**src/rtl/rgb_pwm_pkg.sv**
```systemverilog
// Shared definitions for the RGB breathing PWM driver.
package rgb_pwm_pkg;

    // Per-channel operating mode as carried on the config write port.
    typedef enum logic [1:0] {
        MODE_OFF         = 2'd0,
        MODE_STATIC      = 2'd1,
        MODE_BREATHE     = 2'd2,
        MODE_BREATHE_INV = 2'd3
    } mode_e;

    // True for either breathing flavour; both ramp the level the same way.
    function automatic logic is_breathe(mode_e mode);
        return (mode == MODE_BREATHE) || (mode == MODE_BREATHE_INV);
    endfunction

endpackage

```
**src/rtl/pwm_breath_channel.sv**
```systemverilog
// One PWM channel: shadow/active config, breathing level ramp and output compare.
module pwm_breath_channel
    import rgb_pwm_pkg::*;
#(
    parameter int unsigned PwmBits = 8
) (
    input  logic               clk_i,
    input  logic               rst_ni,
    input  logic               we_i,
    input  mode_e              mode_i,
    input  logic [PwmBits-1:0] duty_i,
    input  logic               boundary_i,
    input  logic               step_i,
    input  logic [PwmBits-1:0] cnt_i,
    output logic               pwm_o
);

    mode_e              shadow_mode_q, shadow_mode_d;
    logic [PwmBits-1:0] shadow_duty_q, shadow_duty_d;
    logic               pending_q, pending_d;
    mode_e              mode_q, mode_d;
    logic [PwmBits-1:0] duty_q, duty_d;
    logic [PwmBits-1:0] level_q, level_d;
    logic               dir_down_q, dir_down_d;
    logic               pwm_q, pwm_d;
    logic [PwmBits-1:0] eff_duty;

    // Next-state: config apply at the boundary, then the breathing step on the new config.
    always_comb begin
        shadow_mode_d = shadow_mode_q;
        shadow_duty_d = shadow_duty_q;
        pending_d     = pending_q;
        mode_d        = mode_q;
        duty_d        = duty_q;
        level_d       = level_q;
        dir_down_d    = dir_down_q;

        if (boundary_i && pending_q) begin
            pending_d = 1'b0;
            mode_d    = shadow_mode_q;
            duty_d    = shadow_duty_q;
            // A peak-only update keeps the ramp where it is.
            if (shadow_mode_q != mode_q) begin
                if (shadow_mode_q == MODE_BREATHE) begin
                    level_d    = '0;
                    dir_down_d = 1'b0;
                end else if (shadow_mode_q == MODE_BREATHE_INV) begin
                    level_d    = shadow_duty_q;
                    dir_down_d = 1'b1;
                end
            end
        end

        // step_i is only ever high on a boundary cycle.
        if (step_i && is_breathe(mode_d)) begin
            if (!dir_down_d) begin
                if (level_d == duty_d) begin
                    dir_down_d = 1'b1;
                end else if (level_d > duty_d) begin
                    // Peak was lowered below the current level.
                    dir_down_d = 1'b1;
                    level_d    = level_d - 1'b1;
                end else begin
                    level_d = level_d + 1'b1;
                end
            end else begin
                if (level_d == '0) begin
                    dir_down_d = 1'b0;
                end else begin
                    level_d = level_d - 1'b1;
                end
            end
        end

        // A write on the boundary cycle stays pending for the next boundary.
        if (we_i) begin
            shadow_mode_d = mode_i;
            shadow_duty_d = duty_i;
            pending_d     = 1'b1;
        end
    end

    // Effective compare value from the active config and the PWM decision.
    always_comb begin
        eff_duty = '0;
        case (mode_q)
            MODE_OFF:         eff_duty = '0;
            MODE_STATIC:      eff_duty = duty_q;
            MODE_BREATHE,
            MODE_BREATHE_INV: eff_duty = level_q;
            default:          eff_duty = '0;
        endcase
        pwm_d = (cnt_i < eff_duty);
    end

    // Channel state registers.
    always_ff @(posedge clk_i or negedge rst_ni) begin
        if (!rst_ni) begin
            shadow_mode_q <= MODE_OFF;
            shadow_duty_q <= '0;
            pending_q     <= 1'b0;
            mode_q        <= MODE_OFF;
            duty_q        <= '0;
            level_q       <= '0;
            dir_down_q    <= 1'b0;
            pwm_q         <= 1'b0;
        end else begin
            shadow_mode_q <= shadow_mode_d;
            shadow_duty_q <= shadow_duty_d;
            pending_q     <= pending_d;
            mode_q        <= mode_d;
            duty_q        <= duty_d;
            level_q       <= level_d;
            dir_down_q    <= dir_down_d;
            pwm_q         <= pwm_d;
        end
    end

    assign pwm_o = pwm_q;

endmodule

```
**src/rtl/rgb_breath_pwm.sv**
```systemverilog
// Multi-channel breathing PWM LED driver with a shared period counter.
module rgb_breath_pwm
    import rgb_pwm_pkg::*;
#(
    parameter int unsigned CHANNELS     = 3,
    parameter int unsigned PWM_BITS     = 8,
    parameter int unsigned STEP_PERIODS = 64,
    parameter int unsigned CH_BITS      = (CHANNELS > 1) ? $clog2(CHANNELS) : 1
) (
    input  logic                clk,
    input  logic                reset,
    input  logic                run,
    input  logic                cfg_we,
    input  logic [CH_BITS-1:0]  cfg_ch,
    input  logic [1:0]          cfg_mode,
    input  logic [PWM_BITS-1:0] cfg_duty,
    output logic [CHANNELS-1:0] pwm_out,
    output logic                period_start
);

    localparam int unsigned PresBits = (STEP_PERIODS > 1) ? $clog2(STEP_PERIODS) : 1;

    logic [PWM_BITS-1:0] cnt_q, cnt_d;
    logic [PresBits-1:0] presc_q, presc_d;
    logic                period_start_q, period_start_d;
    logic                boundary;
    logic                step;

    assign boundary = (cnt_q == '1);
    assign step     = boundary && run && (presc_q == PresBits'(STEP_PERIODS - 1));

    // Period counter, breathing prescaler and period-start pulse next-state.
    always_comb begin
        cnt_d   = cnt_q + 1'b1;
        presc_d = presc_q;
        if (boundary && run) begin
            presc_d = step ? '0 : presc_q + 1'b1;
        end
        // Registered alongside the output flops, so it lines up with the cnt=0 output cycle.
        period_start_d = (cnt_q == '0);
    end

    // Shared timing registers.
    always_ff @(posedge clk or negedge reset) begin
        if (!reset) begin
            cnt_q          <= '0;
            presc_q        <= '0;
            period_start_q <= 1'b0;
        end else begin
            cnt_q          <= cnt_d;
            presc_q        <= presc_d;
            period_start_q <= period_start_d;
        end
    end

    assign period_start = period_start_q;

    for (genvar i = 0; i < CHANNELS; i++) begin : g_ch
        logic ch_we;
        // Out-of-range channel numbers match no instance and are dropped.
        assign ch_we = cfg_we && (cfg_ch == CH_BITS'(i));

        pwm_breath_channel #(
            .PwmBits(PWM_BITS)
        ) u_ch (
            .clk_i     (clk),
            .rst_ni    (reset),
            .we_i      (ch_we),
            .mode_i    (mode_e'(cfg_mode)),
            .duty_i    (cfg_duty),
            .boundary_i(boundary),
            .step_i    (step),
            .cnt_i     (cnt_q),
            .pwm_o     (pwm_out[i])
        );
    end

endmodule

```
**config.mk**
```make
export PLATFORM = sky130hd
export DESIGN_NAME = rgb_breath_pwm
export DESIGN_NICKNAME = d
export VERILOG_FILES = /design/src/rtl/rgb_pwm_pkg.sv /design/src/rtl/pwm_breath_channel.sv /design/src/rtl/rgb_breath_pwm.sv
export SDC_FILE = /design/constraint.sdc
export NUM_CORES = 1
export LEC_CHECK = 0
export ABC_AREA = 0
export CAP_MARGIN = 10
export CELL_PAD_IN_SITES_DETAIL_PLACEMENT = 0
export CELL_PAD_IN_SITES_GLOBAL_PLACEMENT = 2
export CORE_ASPECT_RATIO = 1.2
export CORE_MARGIN = 2
export CORE_UTILIZATION = 40
export CTS_CLUSTER_SIZE = 20
export DETAILED_ROUTE_END_ITERATION = 10
export GPL_TIMING_DRIVEN = 1
export PLACE_DENSITY = 0.87
export SLEW_MARGIN = 20
export SYNTH_ARGS = -nofsm -noshare
export SYNTH_HDL_FRONTEND = slang
export SYNTH_SLANG_ARGS = --single-unit
```
**constraint.sdc**
```tcl
create_clock -name clk -period 4.6 [get_ports clk]
set_input_delay 0.92 -clock clk [delete_from_list [all_inputs] [get_ports clk]]
set_output_delay 0.92 -clock clk [all_outputs]
set_load 0.1 [all_outputs]
```
# --- Word level (Yosys, flattened, before mapping) ---
# Cells that the tools add are included.
totals:
  ff_bits: 108
  out_inout_bits: 4
  word_cells: 170
op_classes:
  n_addsub: 8
  magnitude_cmp: 6
  n_eq_ne: 31
  n_mux: 70
  n_reduce_logical: 28
op_table:
  columns: ["operator", "count"]
  rows:
  - ["8-bit two-way mux", 30]
  - ["8-bit case mux with 3 select lines", 3]
  - ["2-bit == test, second input constant", 19]
  - ["1-bit two-way mux", 33]
  - ["8-bit by 1-bit adder with 8-bit output, second input constant", 4]
  - ["8-bit zero test", 4]
  - ["8-bit == test", 3]
  - ["8-bit greater-than comparator", 3]
  - ["8-bit < comparator", 3]
  - ["8-bit by 1-bit subtractor with 8-bit output, second input constant", 3]
  - ["1-bit logical AND", 11]
  - ["2-bit by 1-bit == test with 1-bit output, second input constant", 4]
  - ["8-bit == test, second input constant", 1]
  - ["2-bit zero test", 4]
  - ["6-bit by 1-bit adder with 6-bit output, second input constant", 1]
  - ["6-bit == test, second input constant", 1]
  - ["2-bit two-way mux", 3]
  - ["6-bit two-way mux", 1]
  - ["2-bit inequality test", 3]
  - ["2-bit nonzero test", 3]
  - ["2-bit OR reduction", 3]
  - ["1-bit logical OR", 3]

# --- Longest topological paths before layout ---
# Gate-level depths: netlist (run 1).
depth:
  ltp_word: 10
  depth_mapped: 16

# --- Hierarchy ---
# A second synthesis (run 1) with hierarchy kept.
hier_totals:
  hier_cells: 907
  hier_area_um2: 8321.7
modules_own_cells:
  columns: ["module", "n_inst", "cells_per_inst", "area_per_inst_um2", "seq_area_each_um2"]
  rows:
  - ["pwm_breath_channel at g_ch[0].u_ch", 1, 285, 2576.2, 775.7]
  - ["pwm_breath_channel at g_ch[2].u_ch", 1, 281, 2557.5, 775.7]
  - ["pwm_breath_channel at g_ch[1].u_ch", 1, 274, 2467.4, 775.7]
  - ["rgb_breath_pwm", 1, 67, 720.7, 375.4]

# --- Worst setup path before layout (run 1) ---
# OpenSTA, ideal clock, no wires.
synth_path:
  path_type: "register -> register"
  startpoint: "reg cnt_q[4]"
  endpoint: "reg g_ch[0].u_ch.level_q[3]"
  setup_ps: 68
  arrival_ps: 3982
  t_required_ps: 4532
  slack_ps: 549
  stages_incl_launch_ff: 15
  n_path_buf: 1
  period_less_slack_ps: 4051
  cell_sequence: "dfrtp_1 -> nand4_4 -> a2111oi_4 -> buf_4 -> mux2i_1 -> inv_1 -> ha_1 -> and4_1 -> o211ai_1 -> or3b_2 -> o2111ai_1 -> nor2_1 -> mux2_2 -> or3_1 -> nand3_1"
synth_via:
  elab_chain_len: 8
  elab_cells_between_ends: 22
synth_lines:
  columns: ["item", "line", "text"]
  rows:
  - ["start, declared", "rgb_breath_pwm.sv:23", "logic [PWM_BITS-1:0] cnt_q, cnt_d;"]
  - ["start signal, assigned", "rgb_breath_pwm.sv:50", "cnt_q <= cnt_d;"]
  - ["8-bit == test *", "rgb_breath_pwm.sv:29", "assign boundary = (cnt_q == '1);"]
  - ["1-bit logical AND", "pwm_breath_channel.sv:38", "if (boundary_i && pending_q) begin"]
  - ["8-bit two-way mux", "pwm_breath_channel.sv:38", null]
  - ["8-bit by 1-bit adder with 8-bit output (tied with other cells)", "pwm_breath_channel.sv:64", "level_d = level_d + 1'b1;"]
  - ["8-bit two-way mux", "pwm_breath_channel.sv:59", "end else if (level_d > duty_d) begin"]
  - ["8-bit two-way mux", "pwm_breath_channel.sv:57", "if (level_d == duty_d) begin"]
  - ["8-bit two-way mux", "pwm_breath_channel.sv:56", "if (!dir_down_d) begin"]
  - ["8-bit two-way mux *", "pwm_breath_channel.sv:55", "if (step_i && is_breathe(mode_d)) begin"]
  - ["via g_ch[0].u_ch.level_d[3]", "pwm_breath_channel.sv:23", "logic [PwmBits-1:0] level_q, level_d;"]
  - ["end signal, assigned", "pwm_breath_channel.sv:113", "level_q <= level_d;"]
  - ["end, declared", "pwm_breath_channel.sv:23", null]
# Mark *: on every way through the listed nets, which the timed path passes. The rest lies on a longest branch.
# A chain may end at the register's enable or synchronous reset.

# --- Final worst setup path (run 1) ---
layout_path:
  startpoint: "reg cnt_q[4]"
  endpoint: "reg g_ch[0].u_ch.level_q[1]"
# Same word-level chain as after synthesis.

==> impl_metrics.ini, run 1 <==
[cts]
post_cts_resized = 0
postCtsHoldBufs = 0
clk-insertion-delay-late_ns = 0.36
cts_root_buffer = clkbuf_16
clock_sinks = 108
cts_setup_buffers = 0
cts_made_buffers = 9
path_clk_slew_ns = 0.07
htreeDepth = 3
clockBufferDepth = 2
cts_tree = yes

[sta]
drv_slew = 0
period_share_pct = 91.84
period_minus_slack_ns = 4.225
hold_violations = 0
max_slew.worst_pin.slew_ns = 0.9983
max_slew_margin_pct = 33.16
skew_ns = 0.01331
final-setup-viol-count = 0
setup-tns-final_ns = 0
rsz0062_at_grt = false
timing.fmax_ghz = 0.2367

[worst_setup_path]
cp_data_required_time_ns = 4.90
worst_r2r_startpoint = cnt_q[4]$_DFF_PN0_
reg2reg_slack_ns = 0.38
critPathLaunchType = register
cp_top_family = compound AO/OA/AOI/OAI gates
crit_fanout = 15
endpoint_kind = register
path_cells = nand4_4 -> a2111oi_4 -> buf_4 -> mux2_2 -> inv_1 -> ha_1 -> and4_1 -> o211ai_1 -> or3b_2 -> o2111ai_1 -> nor2_1 -> buf_4 -> o31a_1 -> o21ai_0 -> a22o_1
crit_top_cell = buf_4
cp.arrival_ns = 4.52
ff2ff_path_depth = 15
slowest_delay_ns = 0.58
reg2reg_to = g_ch[0].u_ch.level_q[1]$_DFF_PN0_
cpMaxStageDelayCell = dfrtp_1
criticalPathCategory = register to register
setup.worst_path.start = cnt_q[4]$_DFF_PN0_
critPathBufInv = 3

[finish]
utilization_pct = 45.71
drive_gt1_share_pct = 13.30
area_delta_synth_final_pct = 11.50
fin_nets = 961
num_antenna_cells = 0
fill_cells = 1893

[detailed_routing]
drc = 0
totalWireLength_um = 21540
met1Wirelength_um = 10280
routed.top_layer = met4
wl_met3_um = 664
antenna_left = 0
vias_per_cell = 5.727
wl_met2_um = 10070
dr.pass1.iters = 5
avgRoutedWirePerCell_um = 18.71
vias = 6592
drt_iter0_drc = 439

[synthesis]
yosysSeqAreaShare_pct = 34.84
synth_warnings = 0
syn_area_um2 = 7757
ys_seq_elements = 108
yosysUniqueCellTypes = 75
synthArstFlopShare_pct = 100.0
synth.net_count = 931
synth_edf_count = 0
synthCells = 861
syn_area_per_cell_um2 = 9.010
synth-main-ff-cell = dfrtp_1

[pwr]
power.density_nw_per_um2 = 227.5
leakage_nw = 3.872
p_clk_share_pct = 37.3
p_int_mw = 1.444
p_sw_share_pct = 26.59
p_sw_mw = 0.5231
ir_drop_mv = 0.1688
seqPwrFrac_pct = 54.2
combPwrFrac_pct = 8.5

[floorplan]
pin_count = 20
die_area_um2 = 20530
die_x_um = 131.1
start_util_pct = 40.99
core_um2 = 18920
fp.dieH_um = 156.6
rows = 55

[run_status]
outcome = completed

[global_routing]
grt_pass1_wl_um = 35230
grt_pass1_vias = 6400
antenna_found_initial = 0
grt_overflow = 0
grt_usage_pct = 21.69
grt_start_max_net_pins = 46

[flow_run]
cap_violations = 0

[hold_path]
hp-class = register to register
min_from = presc_q[5]$_DFFE_PN0P_
hold_depth = 1
hold_end = presc_q[5]$_DFFE_PN0P_

[placed_design]
dp_hpwl_um = 16580
place_congestion = 0.9030
port_buffers = 19
[worst reg2reg max path: stages, from the launching register on]
cell       delay (ns)
dfrtp_1          0.58
nand4_4          0.25
a2111oi_4        0.37
buf_4            0.29
mux2_2           0.41
inv_1            0.11
ha_1             0.14
and4_1           0.24
o211ai_1         0.13
or3b_2           0.48
o2111ai_1        0.15
nor2_1           0.16
buf_4            0.19
o31a_1           0.31
o21ai_0          0.22
a22o_1           0.16
[per-layer routing]
layer	vias up	global-route usage, %
met5	-	0
met4	0	7.919
met3	31	1.846
met2	169	36.24
met1	3185	29.60
li1	3207	-
[per-stage QoR]
step / hold slack (ns) / cells / setup slack, ns / cell area [um2] / power, mW
floorplan: 0.4370 / 861 / 0.5492 / 7757 / 1.157
global placement: 0.4614 / 1136 / 0.5172 / 8391 / 1.250
detailed placement: 0.4650 / 1136 / 0.4030 / 8391 / 1.252
CTS: 0.4813 / 1151 / 0.3857 / 8650 / 1.991
global route: 0.5208 / 1151 / 0.03787 / 8650 / 2.048
finish: 0.4763 / 1151 / 0.3752 / 8650 / 1.967
[state kept, by name, indices dropped and copies added (netlist names), named ones only]
name                     flops
g_ch.u_ch.mode_q             3
g_ch.u_ch.dir_down_q         3
g_ch.u_ch.duty_q            24
presc_q                      6
g_ch.u_ch.shadow_duty_q     24
g_ch.u_ch.pwm_o              3
g_ch.u_ch.pending_q          3
period_start                 1
g_ch.u_ch.shadow_mode_q      6
cnt_q                        8
g_ch.u_ch.level_q           24
[placed cells by master, fill, tap and decap left out, drive strengths merged, types with 4 or more instances in the layout]
cell type and n:
dfrtp 108, nand2 74, nor2 59, inv 56, ha 54, a21oi 52, mux2 43, mux2i 41
buf 40, nand3 39, o21ai 39, and3 21, clkdlybuf4s50 18, and2 17, nand4 16, nor3 15
xnor2 14, o21a 12, a22oi 12, clkbuf 11, o211ai 10, or2 10, a211oi 9, or3 8
a21o 8, nor4 8, xor2 6, and4 6, o22ai 6, nand3b 6, o2111ai 5, a31oi 5
nor2b 5, or4 5, a211o 4, a21boi 4
[cells in the mapped netlist (9+ instances only)]
master / n / share of area, %
a21oi_1: 52 / 3.4
o21ai_0: 32 / 2.1
nand2_1: 73 / 3.5
nor2_1: 59 / 2.9
and2_1: 17 / 1.4
ha_1: 54 / 8.7
nand3_1: 39 / 2.5
mux2i_1: 41 / 5.3
a22oi_1: 11 / 1.1
dfrtp_1: 108 / 35
o211ai_1: 10 / 0.97
and3_1: 21 / 1.7
buf_2: 9 / 0.58
a211oi_1: 9 / 0.87
nor3_1: 14 / 0.90
mux2_2: 43 / 6.2
nand4_1: 15 / 1.2
o21a_1: 12 / 1.2
clkbuf_1: 23 / 1.1
or2_2: 9 / 0.73
xnor2_1: 14 / 1.6
inv_1: 55 / 2.7
[final cells by class]
| type | instances | area (um2) | area share, % |
|---|---|---|---|
| Clock buffer | 11 | 232.7 | 2.691 |
| Timing Repair Buffer | 58 | 480.5 | 5.555 |
| Inverter | 56 | 210.2 | 2.430 |
| Sequential cell | 108 | 2703 | 31.25 |
| Multi-Input combinational cell | 658 | 4677 | 54.07 |
| Clock inverter | 4 | 26.28 | 0.3038 |
| Tap cell | 256 | 320.3 | 3.703 |
[power groups by stage]
stage / Clock (mW) / Combinational [mW] / Sequential (mW)
global route: 0.790 / 0.184 / 1.07
detailed placement: 0 / 0.168 / 1.08
global placement: 0 / 0.166 / 1.08
floorplan: 0 / 0.105 / 1.05
CTS: 0.757 / 0.168 / 1.07
finish: 0.734 / 0.166 / 1.07
[cell families after synthesis]
kind of cell	share of synthesized area (%)
adder cells (fa/ha/maj)	9.113
AND/OR/NAND/NOR	19.89
flip-flops	34.84
multiplexers	11.53
XOR/XNOR	2.258
AO/OA/AOI/OAI	17.44
buffers and inverters	4.935
[worst max path at each step]
stage / to / depth (start not counted) / slack (ns)
2_1_floorplan: g_ch[0].u_ch.level_q[3]$_DFF_PN0_ / 14 / 0.55
3_3_place_gp: g_ch[0].u_ch.level_q[1]$_DFF_PN0_ / 15 / 0.52
3_5_place_dp: g_ch[0].u_ch.level_q[1]$_DFF_PN0_ / 15 / 0.40
4_1_cts: g_ch[0].u_ch.level_q[1]$_DFF_PN0_ / 15 / 0.39
5_1_grt: g_ch[0].u_ch.level_q[6]$_DFF_PN0_ / 15 / 0.04
6_report: g_ch[0].u_ch.level_q[1]$_DFF_PN0_ / 15 / 0.38
(Power assumes the default switching activity.)
==> run 2: changes to the inputs <==
--- a/config.mk
+++ b/config.mk
@@ -6,7 +6,7 @@
 export NUM_CORES = 1
 export LEC_CHECK = 0
 export ABC_AREA = 0
-export CAP_MARGIN = 10
+export CAP_MARGIN = 20
 export CELL_PAD_IN_SITES_DETAIL_PLACEMENT = 0
 export CELL_PAD_IN_SITES_GLOBAL_PLACEMENT = 2
 export CORE_ASPECT_RATIO = 1.2
@@ -16,6 +16,7 @@
 export DETAILED_ROUTE_END_ITERATION = 10
 export GPL_TIMING_DRIVEN = 1
 export PLACE_DENSITY = 0.87
+export REMOVE_ABC_BUFFERS = 1
 export SLEW_MARGIN = 20
 export SYNTH_ARGS = -nofsm -noshare
 export SYNTH_HDL_FRONTEND = slang
==> run 2 against run 1 <==
Compared with the run above:
- final area is 0.17% lower
- maximum frequency is 0.19% higher
- power is 2.4% higher
- global-route usage is 0.19 points higher
- count of clock-buffer cells in the layout stayed put
- worst hold slack worse by 0.0014 ns
- register-to-register slack hardly changed
- via count is 1.9% lower
- critical path depth stayed put
- die area stayed put
- non-clock buffer count is 8 lower
- sequential share of layout area is 0.054 points higher
- critical endpoint is now g_ch[0].u_ch.level_q[5]$_DFF_PN0_
==> impl_metrics.ini, run 2 (synthesized netlist as in run 1, its figures left out) <==
[run_status]
outcome = completed

[finish]
area_delta_synth_final_pct = 11.31
final_common_cell = dfrtp_1
final_area_um2 = 8635
final_cell_mix = dfrtp_1 (108), nand2_1 (73), nor2_1 (59)
fill_cells = 1862
num_antenna_cells = 0
drive_gt1_share_pct = 12.73
utilization_pct = 45.63
largestRegisters = g_ch.u_ch.duty_q: 24 flops, g_ch.u_ch.level_q: 24 flops, g_ch.u_ch.shadow_duty_q: 24 flops
fin_nets = 953

[global_routing]
grt_start_max_net_pins = 54
grt_pass1_vias = 6288
grt.met1_usage_pct = 29.84
grt_pass1_wl_um = 35450
grt_usage_pct = 21.88
antenna_found_initial = 0
met2_usage_pct = 36.99
gr-max-usage-layer = met2
grt_overflow = 0
grt.met3_usage_pct = 2.138

[pwr]
p_sw_share_pct = 27.01
leakage_nw = 3.858
p_int_mw = 1.470
combPwrFrac_pct = 8.3
p_sw_mw = 0.5439
seqPwrFrac_pct = 52.6
total_power_mw = 2.014
power.density_nw_per_um2 = 233.2
p_clk_share_pct = 39.0
ir_drop_mv = 0.2440

[worst_setup_path]
criticalPathCategory = register to register
endpoint_kind = register
cp.arrival_ns = 4.47
ff2ff_path_depth = 15
critPathLaunchType = register
worst_r2r_startpoint = cnt_q[4]$_DFF_PN0_
crit_fanout = 15
reg2reg_slack_ns = 0.38
setup.worst_path.start = cnt_q[4]$_DFF_PN0_
reg2reg_to = g_ch[0].u_ch.level_q[5]$_DFF_PN0_
cp_data_required_time_ns = 4.85

[detailed_routing]
vias_per_cell = 5.655
drt_iter0_drc = 463
dr.pass1.iters = 8
antenna_left = 0
vias = 6469
avgRoutedWirePerCell_um = 19.11
drc = 0
totalWireLength_um = 21860

[cts]
cts_made_buffers = 9
clock_sinks = 108
cts_tree = yes
htreeDepth = 3
cts_root_buffer = clkbuf_16
post_cts_resized = 0
postCtsHoldBufs = 0
clk-insertion-delay-late_ns = 0.37
clockBufferDepth = 2
cts_setup_buffers = 0
path_clk_slew_ns = 0.08

[sta]
period_share_pct = 91.67
setup-tns-final_ns = 0
layout_setup_ws_ns = 0.3833
max_slew_margin_pct = 35.34
drv_slew = 0
skew_ns = 0.008411
period_minus_slack_ns = 4.217
final-setup-viol-count = 0
hold_violations = 0
max_slew.worst_pin.slew_ns = 0.9669
timing.fmax_ghz = 0.2372
rsz0062_at_grt = false

[hold_path]
hp-class = register to register
min_from = presc_q[5]$_DFFE_PN0P_
hold_end = presc_q[5]$_DFFE_PN0P_
hold_depth = 1

[floorplan]
die_area_um2 = 20530
die_x_um = 131.1
rows = 55
pin_count = 20
core_um2 = 18920
start_util_pct = 40.99
fp.dieH_um = 156.6

[placed_design]
dp_hpwl_um = 16630
port_buffers = 19
place_congestion = 0.8587
pre_cts_ws_ns = 0.3938
placed_area_um2 = 8343

[flow_run]
cap_violations = 0
## run 2: metal layers
metal / routed length (um) / vias to the layer above
met1: 10210 / 3107
met3: 754 / 23
met5: 0 / -
met4: 369 / 0
li1: - / 3189
met2: 10530 / 150
## run 2: worst max path at each step
stage                                             end  slack (ns)  depth (start not counted)
floorplan           g_ch[0].u_ch.level_q[3]$_DFF_PN0_        0.27                         13
global placement    g_ch[0].u_ch.level_q[5]$_DFF_PN0_        0.53                         15
detailed placement  g_ch[0].u_ch.level_q[5]$_DFF_PN0_        0.39                         15
CTS                 g_ch[0].u_ch.level_q[5]$_DFF_PN0_        0.39                         15
global route        g_ch[0].u_ch.level_q[5]$_DFF_PN0_        0.09                         15
finish              g_ch[0].u_ch.level_q[5]$_DFF_PN0_        0.38                         15
## run 2: cell type report
| class | instances | area (um2) | area share (%) |
|---|---|---|---|
| Multi-Input combinational cell | 658 | 4683 | 54.24 |
| Sequential cell | 108 | 2703 | 31.30 |
| Timing Repair Buffer | 50 | 432.9 | 5.014 |
| Tap cell | 256 | 320.3 | 3.710 |
| Clock buffer | 11 | 242.7 | 2.811 |
| Inverter | 56 | 210.2 | 2.434 |
| Clock inverter | 5 | 42.54 | 0.4927 |
## run 2: through the flow
step,hold slack [ns],cells
5_1_grt,0.5171,1144
3_5_place_dp,0.4653,1128
6_report,0.4748,1144
3_3_place_gp,0.4628,1128
4_1_cts,0.4777,1144
2_1_floorplan,0.4370,822
## run 2: critical path: stages, from the launching register on
cell	delay (ns)
dfrtp_1	0.60
nand4_4	0.26
a2111oi_4	0.39
buf_4	0.29
mux2_2	0.40
inv_1	0.11
ha_1	0.14
and4_1	0.25
o211ai_1	0.12
or3b_2	0.47
o2111ai_1	0.15
nor2_1	0.17
buf_4	0.19
a211o_1	0.25
o41ai_1	0.23
a21oi_1	0.07
## run 2: power groups by stage
stage          Clock (mW)  Combinational, mW  Sequential (mW)
2_1_floorplan           0             0.0869             1.06
5_1_grt             0.838              0.187             1.07
3_3_place_gp            0              0.168             1.08
3_5_place_dp            0              0.169             1.08
6_report            0.786              0.168             1.06
4_1_cts             0.805              0.171             1.06
